File: src/rtl/instr_fetch_pkg.sv
// ---------------------------------------------------------------------------
// instr_fetch_pkg
// Shared core constants for the fetch stage (and for decode, which reuses the
// NOP encoding when it squashes a slot).
//   DEFAULT_RESET_PC  : PC loaded when the core comes out of reset
//   DEFAULT_NOP_INSTR : addi x0,x0,0, shown on the IF outputs for bubbles
//   INSTR_W           : instruction / address width
//   fetch_state_e     : RUN, HOLD (stall capture), HALT (misalign trap)
// ---------------------------------------------------------------------------
package instr_fetch_pkg;

   localparam int          INSTR_W           = 32;
   localparam logic [31:0] DEFAULT_RESET_PC  = 32'h0000_0000;
   localparam logic [31:0] DEFAULT_NOP_INSTR = 32'h0000_0013;

   typedef enum logic [1:0] {
      ST_RUN  = 2'd0,
      ST_HOLD = 2'd1,
      ST_HALT = 2'd2
   } fetch_state_e;

endpackage

File: src/rtl/instr_fetch_pc_reg.sv
// ---------------------------------------------------------------------------
// pc_reg
// Program-counter register of the fetch stage: reset-load, redirect load and
// the sequential +4 step. The counter wraps modulo 2^32.
// Ports:
//   clk, rst   : clock, asynchronous active-high reset
//   advance    : step the PC by one instruction
//   load       : redirect, takes priority over advance
//   load_addr  : redirect byte address
//   pc         : current fetch address
// ---------------------------------------------------------------------------
module pc_reg
   import instr_fetch_pkg::*;
#(
   parameter logic [INSTR_W-1:0] RESET_PC = DEFAULT_RESET_PC
) (
   input  logic               clk,
   input  logic               rst,
   input  logic               advance,
   input  logic               load,
   input  logic [INSTR_W-1:0] load_addr,
   output logic [INSTR_W-1:0] pc
);

   // Redirect beats the sequential step; with neither, the PC simply holds
   // (stall, or a halted stage).
   always_ff @(posedge clk or posedge rst) begin
      if (rst) begin
         pc <= RESET_PC;
      end else if (load) begin
         pc <= load_addr;
      end else if (advance) begin
         pc <= pc + 32'd4;
      end
   end

endmodule

File: src/rtl/instr_fetch.sv
// ---------------------------------------------------------------------------
// instr_fetch
// Instruction-fetch stage sitting in front of a synchronous instruction ROM.
// It owns the PC, drives the ROM address, and pairs the ROM's one-cycle-late
// data with the PC that requested it. Stall freezes the stage and captures
// the current word; a branch redirect wins over stall and costs one bubble.
//
// Optional feature (macro INSTR_FETCH_MISALIGN_EN): a redirect to a target
// whose low two bits are non-zero raises a sticky IF_EXC and halts the stage
// until reset. Without the macro the target is silently word-aligned and
// IF_EXC is constant 0.
//
// Ports:
//   CLK, RESET     : clock, asynchronous active-high reset
//   STALL          : decode cannot accept, hold the IF outputs
//   BRANCH_TAKEN   : redirect request from execute
//   BRANCH_TARGET  : redirect byte address
//   INS_ADDRESS    : byte address to the ROM (ROM uses [31:2])
//   INSTRUCTION    : ROM data for the address of the previous edge
//   IF_PC/IF_INSTR : PC and instruction presented to decode
//   IF_VALID       : the IF pair is a real instruction
//   IF_EXC         : misaligned redirect target exception
// ---------------------------------------------------------------------------
module instr_fetch
   import instr_fetch_pkg::*;
#(
   parameter logic [INSTR_W-1:0] RESET_PC  = DEFAULT_RESET_PC,
   parameter logic [INSTR_W-1:0] NOP_INSTR = DEFAULT_NOP_INSTR
) (
   input  logic               CLK,
   input  logic               RESET,
   input  logic               STALL,
   input  logic               BRANCH_TAKEN,
   input  logic [INSTR_W-1:0] BRANCH_TARGET,
   output logic [INSTR_W-1:0] INS_ADDRESS,
   input  logic [INSTR_W-1:0] INSTRUCTION,
   output logic [INSTR_W-1:0] IF_PC,
   output logic [INSTR_W-1:0] IF_INSTR,
   output logic               IF_VALID,
   output logic               IF_EXC
);

   fetch_state_e       state_q, state_d;
   logic [INSTR_W-1:0] pc_q;
   logic [INSTR_W-1:0] req_pc, req_pc_d;
   logic               req_valid, req_valid_d;
   logic [INSTR_W-1:0] hold_instr, hold_instr_d;
   logic               hold_q;
   logic               halted;
   logic               pc_load, pc_advance;
   logic [INSTR_W-1:0] target_aligned;

`ifdef INSTR_FETCH_MISALIGN_EN
   logic exc_q, exc_d;
   logic misaligned;
   assign misaligned = |BRANCH_TARGET[1:0];
   assign halted     = (state_q == ST_HALT);
`else
   assign halted     = 1'b0;
`endif

   assign target_aligned = {BRANCH_TARGET[INSTR_W-1:2], 2'b00};
   assign hold_q         = (state_q == ST_HOLD);

   pc_reg #(
      .RESET_PC (RESET_PC)
   ) u_pc_reg (
      .clk       (CLK),
      .rst       (RESET),
      .advance   (pc_advance),
      .load      (pc_load),
      .load_addr (target_aligned),
      .pc        (pc_q)
   );

   // Next-state logic in priority order: halt freezes everything, redirect
   // beats stall, stall only captures the word on entry to HOLD (later
   // stalled edges see the ROM answering pc_q, not req_pc), and otherwise
   // the stage advances by one instruction.
   always_comb begin
      state_d      = state_q;
      req_pc_d     = req_pc;
      req_valid_d  = req_valid;
      hold_instr_d = hold_instr;
      pc_load      = 1'b0;
      pc_advance   = 1'b0;
`ifdef INSTR_FETCH_MISALIGN_EN
      exc_d        = exc_q;
`endif
      if (halted) begin
         state_d = state_q;
      end else if (BRANCH_TAKEN) begin
         req_valid_d = 1'b0;
         state_d     = ST_RUN;
         pc_load     = 1'b1;
`ifdef INSTR_FETCH_MISALIGN_EN
         if (misaligned) begin
            pc_load = 1'b0;
            state_d = ST_HALT;
            exc_d   = 1'b1;
         end
`endif
      end else if (STALL) begin
         if (state_q == ST_RUN) begin
            hold_instr_d = INSTRUCTION;
            state_d      = ST_HOLD;
         end
      end else begin
         req_pc_d    = pc_q;
         req_valid_d = 1'b1;
         pc_advance  = 1'b1;
         state_d     = ST_RUN;
      end
   end

   // Stage registers; reset drops any hold, halt or pending redirect at once.
   always_ff @(posedge CLK or posedge RESET) begin
      if (RESET) begin
         state_q    <= ST_RUN;
         req_pc     <= '0;
         req_valid  <= 1'b0;
         hold_instr <= '0;
      end else begin
         state_q    <= state_d;
         req_pc     <= req_pc_d;
         req_valid  <= req_valid_d;
         hold_instr <= hold_instr_d;
      end
   end

`ifdef INSTR_FETCH_MISALIGN_EN
   // Sticky exception flag, only cleared by reset.
   always_ff @(posedge CLK or posedge RESET) begin
      if (RESET) begin
         exc_q <= 1'b0;
      end else begin
         exc_q <= exc_d;
      end
   end
   assign IF_EXC = exc_q;
`else
   assign IF_EXC = 1'b0;
`endif

   // Output mux: a captured word outranks the live ROM data, bubbles show NOP.
   always_comb begin
      if (hold_q) begin
         IF_INSTR = hold_instr;
      end else if (req_valid) begin
         IF_INSTR = INSTRUCTION;
      end else begin
         IF_INSTR = NOP_INSTR;
      end
   end

   assign INS_ADDRESS = pc_q;
   assign IF_PC       = req_pc;
   assign IF_VALID    = req_valid;

endmodule

File: config.mk
export PLATFORM = sky130hd
export DESIGN_NAME = instr_fetch
export DESIGN_NICKNAME = d
export VERILOG_FILES = /design/src/rtl/instr_fetch_pkg.sv /design/src/rtl/instr_fetch_pc_reg.sv /design/src/rtl/instr_fetch.sv
export SDC_FILE = /design/constraint.sdc
export NUM_CORES = 1
export LEC_CHECK = 0
export CAP_MARGIN = 10
export CORE_MARGIN = 4
export CORE_UTILIZATION = 45
export CTS_CLUSTER_SIZE = 24
export DETAILED_ROUTE_END_ITERATION = 8
export GPL_TIMING_DRIVEN = 0
export PLACE_DENSITY = 0.87
export SLEW_MARGIN = 40
export SYNTH_ARGS = -nofsm -noshare
export SYNTH_HDL_FRONTEND = slang
export SYNTH_SLANG_ARGS = --single-unit
File: constraint.sdc
create_clock -name CLK -period 4 [get_ports CLK]
set_input_delay 0.6 -clock CLK [delete_from_list [all_inputs] [get_ports CLK]]
set_output_delay 0.6 -clock CLK [all_outputs]
set_load 0.02 [all_outputs]
# Yosys cells after proc, flatten, opt, wreduce, memory -nomap -nowiden
# Index checks and enable logic that the tools add are counted.
# Widths: inputs -> output; s select.
op_classes:
  n_reduce_logical: 4
  addsub: 1
  eq_ne: 3
  n_mux: 12
  bitwise: 2
ops:
  columns: ["operator", "n"]
  rows:
  - ["$mux 32", 4]
  - ["$add 32x3->32 const B", 1]
  - ["$mux 2", 3]
  - ["$mux 1", 5]
  - ["$ne 3x1->1 const B", 1]
  - ["$reduce_and 3->1", 1]
  - ["$eq 2x1->1 const B", 1]
  - ["$logic_not 2->1", 1]
  - ["$ne 2x1->1 const B", 1]
  - ["$not 1->1", 2]
  - ["$reduce_and 2->1", 1]
  - ["$reduce_bool 2->1", 1]
word_totals:
  output_inout_bits: 98
  in_bits: 68
  word_cells: 27
  ff_bits: 99

# Logic depth before layout (Yosys ltp)
# Gate-level depths: netlist of run 1.
depth:
  ltp_word: 4
  depth_mapped: 6

# Cells and area by module
# A second synthesis of run 1 with hierarchy kept.
unflattened:
  cells_unflattened: 422
  area_unflattened_um2: 4733.3
by_module_without_submodules:
  columns: ["mod", "cells_each", "instances", "seq_area_each_um2", "area_per_inst_um2"]
  rows:
  - ["instr_fetch", 219, 1, 1651.6, 2884.0]
  - ["pc_reg", 203, 1, 800.8, 1849.3]

# Worst setup path before layout of run 1
# Ideal clock, no wire load.
synth_timing:
  path_type: "input-to-reg"
  start: "input STALL"
  end: "register u_pc_reg.pc[25]"
  setup_ps: 124
  path_buffers: 2
  t_required_ps: 3876
  stages: 6
  arrival_ps: 2006
  path_slack_ps: 1870
  path_cell_list: "buf_2 > nand4b_1 > or2_1 > clkbuf_1 > o31a_1 > o31a_1"
synth_between:
  elab_chain_len: 3
synth_lines:
  columns: ["item", "line", "source"]
  rows:
  - ["start: declaration", "instr_fetch.sv:32", "input logic STALL,"]
  - ["$mux 1", "instr_fetch.sv:103", "end else if (STALL) begin"]
  - ["$mux 1", "instr_fetch.sv:92", "end else if (BRANCH_TAKEN) begin"]
  - ["$reduce_bool 2->1 (no source line)", null, null]
  - ["end signal: assignment", "instr_fetch_pc_reg.sv:31", "pc <= load_addr;"]
  - ["end signal: assignment", "instr_fetch_pc_reg.sv:33", "pc <= pc + 32'd4;"]
  - ["end: declaration", "instr_fetch_pc_reg.sv:22", "output logic [INSTR_W-1:0] pc"]
# Every way passes these cells.
# A chain may end at the register's enable or synchronous reset.

# Worst setup path after layout of run 1
layout_timing:
  start: "register state_q[0]"
  end: "output IF_INSTR[30]"
layout_between:
  elab_chain_len: 2
layout_lines:
  columns: ["item", "line", "source"]
  rows:
  - ["start: declaration", "instr_fetch.sv:43", "fetch_state_e state_q, state_d;"]
  - ["start signal: assignment", "instr_fetch.sv:124", "state_q <= state_d;"]
  - ["$eq 2x1->1", "instr_fetch.sv:63", "assign hold_q = (state_q == ST_HOLD);"]
  - ["$mux 32", "instr_fetch.sv:147", "if (hold_q) begin"]
  - ["end: declaration", "instr_fetch.sv:38", "output logic [INSTR_W-1:0] IF_INSTR,"]
# Every way passes these cells.

==> impl_metrics.csv, run 1 <==
group,metric,value,unit
power,leakagePower,2.58,nW
placed_design,dp_hpwl,9760,µm
clocking,cts.root.buffer_cell,"clkbuf_8",
clocking,cts_tree,"yes",
outcome,status,"complete, no violations",
critical_path,critPathMaxStageDelay,670,ps
clocking,htree_levels,3,
global_route,grt_overflow,0,
final_layout,fin_area,6650,µm²
logic_synthesis,yosys.area.top_type,"dfrtp_1",
power,p_seq_share,45.0,%
clocking,cts_sinks,94,
logic_synthesis,yosysTopAreaCellShare,50.8,%
global_route,grtUsageMet3,4.35,%
global_route,grt_pass1_vias,4233,
power,power.internal,0.00187,W
logic_synthesis,synth_cells,453,
critical_path,crit_chain,"clkbuf_1 > buf_1 > nand2_1 > o21ai_0 > clkdlybuf4s50_1",
final_layout,largest_register_ffs,32,
critical_path,path_max_fanout,10,
critical_path,start_kind,"register",
timing,finalSetupViolations,0,
logic_synthesis,ys.flop_type,"dfrtp_1",
power,powerDensity,403,nW/µm²
power,p_sw,0.000808,W
timing,finalWorstSetupSlack,1090,ps
power,swShare,30.2,%
logic_synthesis,synthTopCellsByCount,"94 x dfrtp_1, 89 x nand2_1, 61 x mux2_2",
placed_design,placed_cell_area,6430,µm²
global_route,grt_start_max_net_pins,51,
logic_synthesis,synth_cell_types,41,
global_route,gr-usage-met2,37.8,%
global_route,grt_pass1_wl,21300,µm
critical_path,crit_arrival,2310,ps
timing,period_share,72.9,%
placed_design,gp_congestion,0.849,
timing,slew_viol_final,0,
global_route,busiest_layer,"met2",
timing,hold_ws,498,ps
timing,fin_skew,10.1,ps
placed_design,place_ws,1190,ps
clocking,insertion_delay,370,ps
die,initial_core_util,46.8,%
route,ant_nets,0,
timing,worstMarginPinSlew,619,ps
placed_design,port-buffer-count,158,
logic_synthesis,synth.most_common_cell,"dfrtp_1",
final_layout,antenna_cells,0,
die,die_w,109,µm
clocking,post-cts-setup-buffer-count,0,
route,drt_iter0_drc,282,
clocking,cts_made_buffers,9,
clocking,ctsHoldBuffers,0,
timing,slew_headroom,58.7,%
critical_path,endpoint_kind,"output port",
logic_synthesis,syn-cell-area,4630,µm²
global_route,track_usage,22.6,%
route,num_vias,4181,
die,io_pins,166,
timing,timing.fmax,0.343,GHz
die,die_height,109,µm
final_layout,fillerInstances,775,
critical_path,crit_type,"register to output port",
route,drc,0,
clocking,cts_resized,0,
timing,min_period,2910,ps
global_route,use_met1,29.4,%
power,combPwrFrac,29.0,%
timing,rsz0062_at_grt,"no",
timing,fin_setup_tns,0,ps
clocking,path_clk_slew,80,ps
run,maxCapViolCount,0,
die,dieArea,12000,µm²
final_layout,nNetsFinal,696,
power,ir_drop,191,µV
final_layout,syn_to_final_growth,43.4,%
route,firstDrtPassIters,5,
final_layout,register_area,2350,µm²
logic_synthesis,syn_area_per_cell,10.2,µm²
logic_synthesis,netlist_top_cells_area,"dfrtp_1 51%, mux2_2 15%, nand2_1 7.2%",
logic_synthesis,synth-edff-count,0,
logic_synthesis,seq_area_frac_synth,50.8,%
die,core.rowCount,36,
power,p_clk_share,26.0,%
logic_synthesis,ys_seq_elements,94,
route,wl_per_cell,17.3,µm
route,vias_per_cell,5.47,
route,wl,13200,µm
critical_path,slowest_stage,"clkdlybuf4s50_1",
final_layout,drive_gt1_share,14.9,%
logic_synthesis,async_flop_share,100,%
clocking,clockBufferDepth,2,
timing,hold_viol,0,
logic_synthesis,ys_warn_count,0,
min_path,min_path_type,"register to register",
global_route,antenna_found_initial,0,
critical_path,required,3400,ps
final_layout,multiInputGateArea,2120,µm²
die,core_area,9910,µm²
worst max-delay path: cells and delay by family (launching register included):
family,cells,cell delay (ps)
DFF,1,350
and+or+nand+nor,1,90
AOI/OAI and AO/OA,1,120
buffers and inverters,3,1400
final timing paths:
kind,cells past startpoint,to,from,slack [ps]
setup / recovery,5,IF_INSTR[30],state_q[0],1090
hold / removal,1,hold_instr[25],hold_instr[25],500
setup reg to reg,6,u_pc_reg.pc[22],u_pc_reg.pc[3],1740
hold reg to reg,1,hold_instr[25],hold_instr[25],500
max in group asynchronous,3,IF_PC[2],RESET,2770
min in group asynchronous,2,IF_PC[22],RESET,640
cell type report:
cell class / count / share of cell area (%)
Clock inverter: 4 / 1.05
Sequential cell: 94 / 35.4
Tap cell: 133 / 2.50
Timing Repair Buffer: 159 / 24.2
Inverter: 6 / 0.414
Multi-Input combinational cell: 322 / 31.8
Clock buffer: 12 / 2.18
Buffer: 35 / 2.39
routing by layer:
metal | vias to the layer above | wire, µm
met4 | 0 | 269
met2 | 175 | 6380
met5 | - | 0
met3 | 22 | 956
li1 | 1936 | -
met1 | 2048 | 5630
metrics by stage:
stage / utilization, % / power, W / cells
after global routing: 67.1 / 0.00281 / 765
after CTS: 67.1 / 0.00270 / 765
after global placement: 64.6 / 0.00197 / 748
after floorplan: - / 0.00160 / 457
final: 67.1 / 0.00268 / 765
after detailed placement: 64.9 / 0.00200 / 749
power by group through the flow:
stage / Clock, W / Sequential, W / Combinational, W
after floorplan: 0 / 0.00130 / 0.000298
after global placement: 0 / 0.00121 / 0.000756
after detailed placement: 0 / 0.00122 / 0.000780
after CTS: 0.000712 / 0.00120 / 0.000784
after global routing: 0.000748 / 0.00123 / 0.000832
final: 0.000696 / 0.00121 / 0.000776
cells by family after synthesis:
| family | count (synthesis) | share of synthesized area, % |
|---|---|---|
| buffers and inverters | 41 | 3.91 |
| flip-flops | 94 | 50.8 |
| multiplexers | 63 | 15.3 |
| XOR/XNOR | 12 | 2.27 |
| AO/OA/AOI/OAI | 79 | 10.7 |
| AND/OR/NAND/NOR | 162 | 16.7 |
| other | 1 | 0.0809 |
| adder cells (fa/ha/maj) | 1 | 0.270 |
cell usage in the layout, fill, tap and decap left out, types with 9 or more instances in the layout:
master             n
nand3_1           10
dfrtp_1           94
clkdlybuf4s50_1  158
clkbuf_8          10
buf_1             11
nor2_1            13
nand2_1           89
clkbuf_1          19
mux2_2            61
o311ai_1          15
xnor2_1            9
o21ai_0           39
No activity file was read; power rests on OpenSTA's default activity.
==> run 2: changes to the inputs <==
==> constraint.sdc (replaced) <==
create_clock -name CLK -period 2.7 [get_ports CLK]
set_input_delay 0.405 -clock CLK [delete_from_list [all_inputs] [get_ports CLK]]
set_output_delay 0.405 -clock CLK [all_outputs]
set_load 0.02 [all_outputs]
==> impl_metrics.csv, run 2 (synthesis gave the netlist of run 1 again) <==
group,metric,value,unit
die,die_w,109,µm
die,io_pins,166,
timing,worstMarginPinSlew,653,ps
clocking,path_clk_slew,90,ps
critical_path,crit_family,"buffers and inverters",
timing,finalSetupViolations,0,
die,core.rowCount,36,
critical_path,timing.critical_path.to,"IF_INSTR[28]",
timing,fin_skew,9.52,ps
power,p_clk_share,27.9,%
clocking,insertion_delay,370,ps
global_route,grt_overflow,0,
power,p_sw,0.00122,W
critical_path,path_max_fanout,10,
timing,slew_headroom,56.4,%
critical_path,critPathMaxStageDelay,660,ps
power,swShare,29.8,%
route,num_vias,4262,
route,wl_per_cell,17.7,µm
die,dieArea,12000,µm²
route,drt_iter0_drc,302,
clocking,clockBufferDepth,2,
run,maxCapViolCount,0,
global_route,track_usage,23.5,%
critical_path,slowest_stage,"clkdlybuf4s50_1",
route,wl,13600,µm
timing,rsz0062_at_grt,"no",
timing,hold_ws,320,ps
timing,period_share,94.2,%
power,leakagePower,2.65,nW
power,ir_drop,283,µV
power,power.internal,0.00288,W
critical_path,regToRegSetupSlack,460,ps
clocking,cts.root.buffer_cell,"clkbuf_8",
route,vias_per_cell,5.56,
final_layout,antenna_cells,0,
final_layout,drive_gt1_share,16.4,%
placed_design,dp_cells,752,
power,powerDensity,607,nW/µm²
route,firstDrtPassIters,6,
critical_path,cp_num_cells,4,
min_path,min_path_type,"primary input to async pin",
final_layout,syn_to_final_growth,45.7,%
timing,timing.fmax,0.393,GHz
clocking,cts_made_buffers,9,
critical_path,crit_buf_inv,2,
clocking,htree_levels,3,
critical_path,crit_arrival,2140,ps
final_layout,layout_commonest_cell,"clkdlybuf4s50_1",
outcome,status,"complete, no violations",
clocking,cts_sinks,94,
placed_design,dp_hpwl,10300,µm
final_layout,most-common-layout-cells,"158 x clkdlybuf4s50_1, 94 x dfrtp_1, 89 x nand2_1",
clocking,cts_tree,"yes",
power,combPwrFrac,28.4,%
critical_path,rr_worst_depth,6,
critical_path,crit_type,"register to output port",
final_layout,final_cells,767,
timing,min_period,2540,ps
timing,hold_viol,0,
global_route,grt_pass1_vias,4325,
placed_design,gp_congestion,0.856,
critical_path,cp-startpoint,"IF_VALID",
power,finalPower,0.00410,W
final_layout,largest_register_ffs,32,
critical_path,required,2300,ps
global_route,grt_pass1_wl,22000,µm
critical_path,crit_chain,"clkbuf_1 > nand2_1 > o21ai_0 > clkdlybuf4s50_1",
route,ant_nets,0,
die,initial_core_util,46.8,%
die,core_area,9910,µm²
clocking,post-cts-setup-buffer-count,0,
route,drc,0,
final_layout,nNetsFinal,698,
critical_path,endpoint_kind,"output port",
global_route,antenna_found_initial,0,
clocking,ctsHoldBuffers,0,
power,p_seq_share,43.7,%
timing,fin_setup_tns,0,ps
die,die_height,109,µm
global_route,grt_start_max_net_pins,26,
placed_design,port-buffer-count,158,
critical_path,start_kind,"register",
critical_path,timing.rr.start,"u_pc_reg.pc[2]",
critical_path,rr_endpoint,"u_pc_reg.pc[22]",
timing,slew_viol_final,0,
## run 2: cell count changes in the layout (fill, tap and decap cells not counted)
| cell | delta |
|---|---|
| buf_1 | -3 |
| clkbuf_2 | +3 |
| buf_12 | +1 |
| clkinv_4 | +1 |
| clkinvlp_4 | +1 |
| inv_6 | -1 |
| bufinv_16 | +1 |
| buf_16 | +2 |
| clkbuf_1 | -5 |
| buf_2 | +2 |
## run 2: power by group through the flow
stage	Sequential, W	Clock (W)	Combinational [W]
6_report	0.00179	0.00114	0.00116
5_1_grt	0.00182	0.00123	0.00125
4_1_cts	0.00179	0.00116	0.00118
3_5_place_dp	0.00181	0	0.00117
3_3_place_gp	0.00179	0	0.00112
2_1_floorplan	0.00193	0	0.000442
## run 2: stage by stage
| step | cell area [µm²] | util, % | setup slack, ps |
|---|---|---|---|
| 4_1_cts | 6750 | 68.2 | 9.42 |
| 2_1_floorplan | 4650 | - | 698 |
| 3_5_place_dp | 6500 | 65.6 | 51.1 |
| 3_3_place_gp | 6400 | 64.6 | 96.6 |
| 5_1_grt | 6750 | 68.1 | 34.0 |
| 6_report | 6750 | 68.1 | 157 |
## run 2: layout make-up
class,instances,area [µm²]
well taps,133,166
plain buffers,34,161
clock buffers,10,138
multi-input cells,322,2120
repair buffers,162,1680
fillers,758,3160
flip-flops and latches,94,2350
clock inverters,6,109
inverters,6,26.3
## run 2: what timing repair did
item	4_1_cts	5_1_grt
endpoints found under the hold margin	0	0
resized for setup	3	3
setup endpoints to repair	20	25
gates cloned	0	0
pin swaps	0	0
## run 2: worst min-delay path by stage
stage | from | endpoint | cells past startpoint | slack (ps)
2_1_floorplan | hold_instr[25] | hold_instr[25] | 1 | 460
3_3_place_gp | hold_instr[25] | hold_instr[25] | 1 | 470
3_5_place_dp | hold_instr[25] | hold_instr[25] | 1 | 490
4_1_cts | RESET | hold_instr[28] | 2 | 310
5_1_grt | RESET | hold_instr[28] | 2 | 310
6_report | RESET | hold_instr[28] | 2 | 320
## run 2: routing by layer
metal / share of wire (%) / global-route usage [%] / vias to the layer above
met2: 50 / 40.8 / 187
met3: 7.7 / 4.76 / 24
li1: - / - / 1946
met1: 40 / 29.1 / 2105
met5: 0 / 0 / -
met4: 2.1 / 7.84 / 0
==> run 3: changes to the inputs <==
--- a/config.mk
+++ b/config.mk
@@ -5,14 +5,14 @@
 export SDC_FILE = /design/constraint.sdc
 export NUM_CORES = 1
 export LEC_CHECK = 0
-export CAP_MARGIN = 10
+export CAP_MARGIN = 20
 export CORE_MARGIN = 4
 export CORE_UTILIZATION = 45
 export CTS_CLUSTER_SIZE = 24
 export DETAILED_ROUTE_END_ITERATION = 8
 export GPL_TIMING_DRIVEN = 0
 export PLACE_DENSITY = 0.87
-export SLEW_MARGIN = 40
+export SLEW_MARGIN = 20
 export SYNTH_ARGS = -nofsm -noshare
 export SYNTH_HDL_FRONTEND = slang
 export SYNTH_SLANG_ARGS = --single-unit
==> impl_metrics.csv, run 3 (synthesis gave the netlist of run 1 again) <==
group,metric,value,unit
critical_path,crit_chain,"clkbuf_1 > nand2_1 > o21ai_0 > clkdlybuf4s50_1",
timing,finalSetupViolations,0,
route,wl_per_cell,17.6,µm
route,num_vias,4219,
critical_path,cp-startpoint,"IF_VALID",
final_layout,largest_register_ffs,32,
critical_path,required,2300,ps
clocking,insertion_delay,370,ps
timing,fin_setup_tns,0,ps
global_route,antenna_found_initial,0,
timing,period_share,95.3,%
critical_path,crit_type,"register to output port",
clocking,cts.root.buffer_cell,"clkbuf_8",
critical_path,slowest_stage,"clkdlybuf4s50_1",
critical_path,timing.rr.start,"u_pc_reg.pc[2]",
timing,timing.fmax,0.389,GHz
global_route,track_usage,23.1,%
route,vias_per_cell,5.51,
placed_design,dp_hpwl,10200,µm
die,io_pins,166,
timing,worstMarginPinSlew,708,ps
final_layout,nNetsFinal,697,
final_layout,most-common-layout-cells,"158 x clkdlybuf4s50_1, 94 x dfrtp_1, 89 x nand2_1",
critical_path,crit_family,"buffers and inverters",
timing,min_period,2570,ps
route,firstDrtPassIters,5,
final_layout,final_cells,766,
final_layout,final_util,67.6,%
placed_design,gp_congestion,0.856,
route,wl,13500,µm
clocking,cts_tree,"yes",
route,drc,0,
clocking,cts_sinks,94,
clocking,path_clk_slew,90,ps
min_path,min_path_type,"primary input to async pin",
final_layout,syn_to_final_growth,44.5,%
power,powerDensity,595,nW/µm²
critical_path,critPathMaxStageDelay,650,ps
timing,slew_headroom,52.8,%
route,ant_nets,0,
global_route,grt_overflow,0,
run,maxCapViolCount,0,
power,leakagePower,2.61,nW
timing,hold_ws,410,ps
clocking,ctsHoldBuffers,0,
power,swShare,30.4,%
critical_path,path_max_fanout,10,
global_route,grt_start_max_net_pins,35,
clocking,clockBufferDepth,2,
critical_path,crit_arrival,2170,ps
power,ir_drop,275,µV
final_layout,antenna_cells,0,
route,drt_iter0_drc,302,
timing,hold_viol,0,
power,p_clk_share,26.1,%
die,dieArea,12000,µm²
outcome,status,"complete, no violations",
timing,slew_viol_final,0,
final_layout,fillerInstances,767,
critical_path,start_kind,"register",
placed_design,dp_cells,751,
timing,fin_skew,6.16,ps
global_route,grt_pass1_vias,4364,
final_layout,layout_commonest_cell,"clkdlybuf4s50_1",
global_route,grt_pass1_wl,21700,µm
power,power.internal,0.00278,W
critical_path,crit_buf_inv,2,
die,die_height,109,µm
clocking,post-cts-setup-buffer-count,0,
power,finalPower,0.00399,W
final_layout,drive_gt1_share,16.0,%
placed_design,port-buffer-count,158,
clocking,htree_levels,3,
die,die_w,109,µm
critical_path,endpoint_kind,"output port",
timing,rsz0062_at_grt,"no",
power,p_sw,0.00121,W
power,p_seq_share,44.9,%
die,core.rowCount,36,
power,combPwrFrac,29.0,%
clocking,cts_made_buffers,9,
die,core_area,9910,µm²
die,initial_core_util,46.8,%
run 3: changes by cell type in the layout (fill, tap and decap cells not counted):
cell | previous run | this run
clkinvlp_4 | 1 | 3
buf_1 | 8 | 9
clkinv_4 | 1 | 0
buf_16 | 3 | 2
clkbuf_2 | 3 | 1
bufinv_16 | 3 | 2
clkbuf_1 | 14 | 15
run 3: layout make-up:
cell class	instances	area (µm²)	area share, %
repair buffers	161	1660	24.7
well taps	133	166	2.48
clock buffers	10	138	2.05
clock inverters	6	85.1	1.27
flip-flops and latches	94	2350	35.1
inverters	6	26.3	0.392
plain buffers	34	159	2.37
multi-input cells	322	2120	31.6
run 3: final timing paths:
path / endpoint / slack, ps / cells past startpoint
max: IF_INSTR[28] / 130 / 4
min: hold_instr[28] / 410 / 2
min in group CLK: hold_instr[0] / 510 / 1
min reg2reg: hold_instr[0] / 510 / 1
max in group asynchronous: IF_PC[13] / 1660 / 4
max reg2reg: u_pc_reg.pc[22] / 500 / 6
run 3: timing repair:
action                                 in CTS  in global routing
setup endpoints to repair                  15                 21
pin swaps                                   0                  0
gates resized for setup                     2                  2
endpoints found under the hold margin       0                  0
run 3: power groups by stage:
stage / logic (W) / clock network (W) / registers [W]
finish: 0.00116 / 0.00104 / 0.00179
global route: 0.00124 / 0.00111 / 0.00182
CTS: 0.00117 / 0.00106 / 0.00179
detailed placement: 0.00116 / 0 / 0.00182
global placement: 0.00112 / 0 / 0.00179
floorplan: 0.000442 / 0 / 0.00193
run 3: stage by stage:
step | area (µm²) | worst slack (ps)
floorplan | 4650 | 698
global placement | 6400 | 96.6
detailed placement | 6480 | 61.5
CTS | 6700 | 9.99
global route | 6700 | 7.31
finish | 6700 | 127
run 3: routing by layer:
metal	up-vias	track usage, %	routed length [µm]
met5	-	0	0
met4	0	8.46	233
met3	20	3.88	886
met2	164	40.5	6690
met1	2082	28.8	5670
li1	1953	-	-
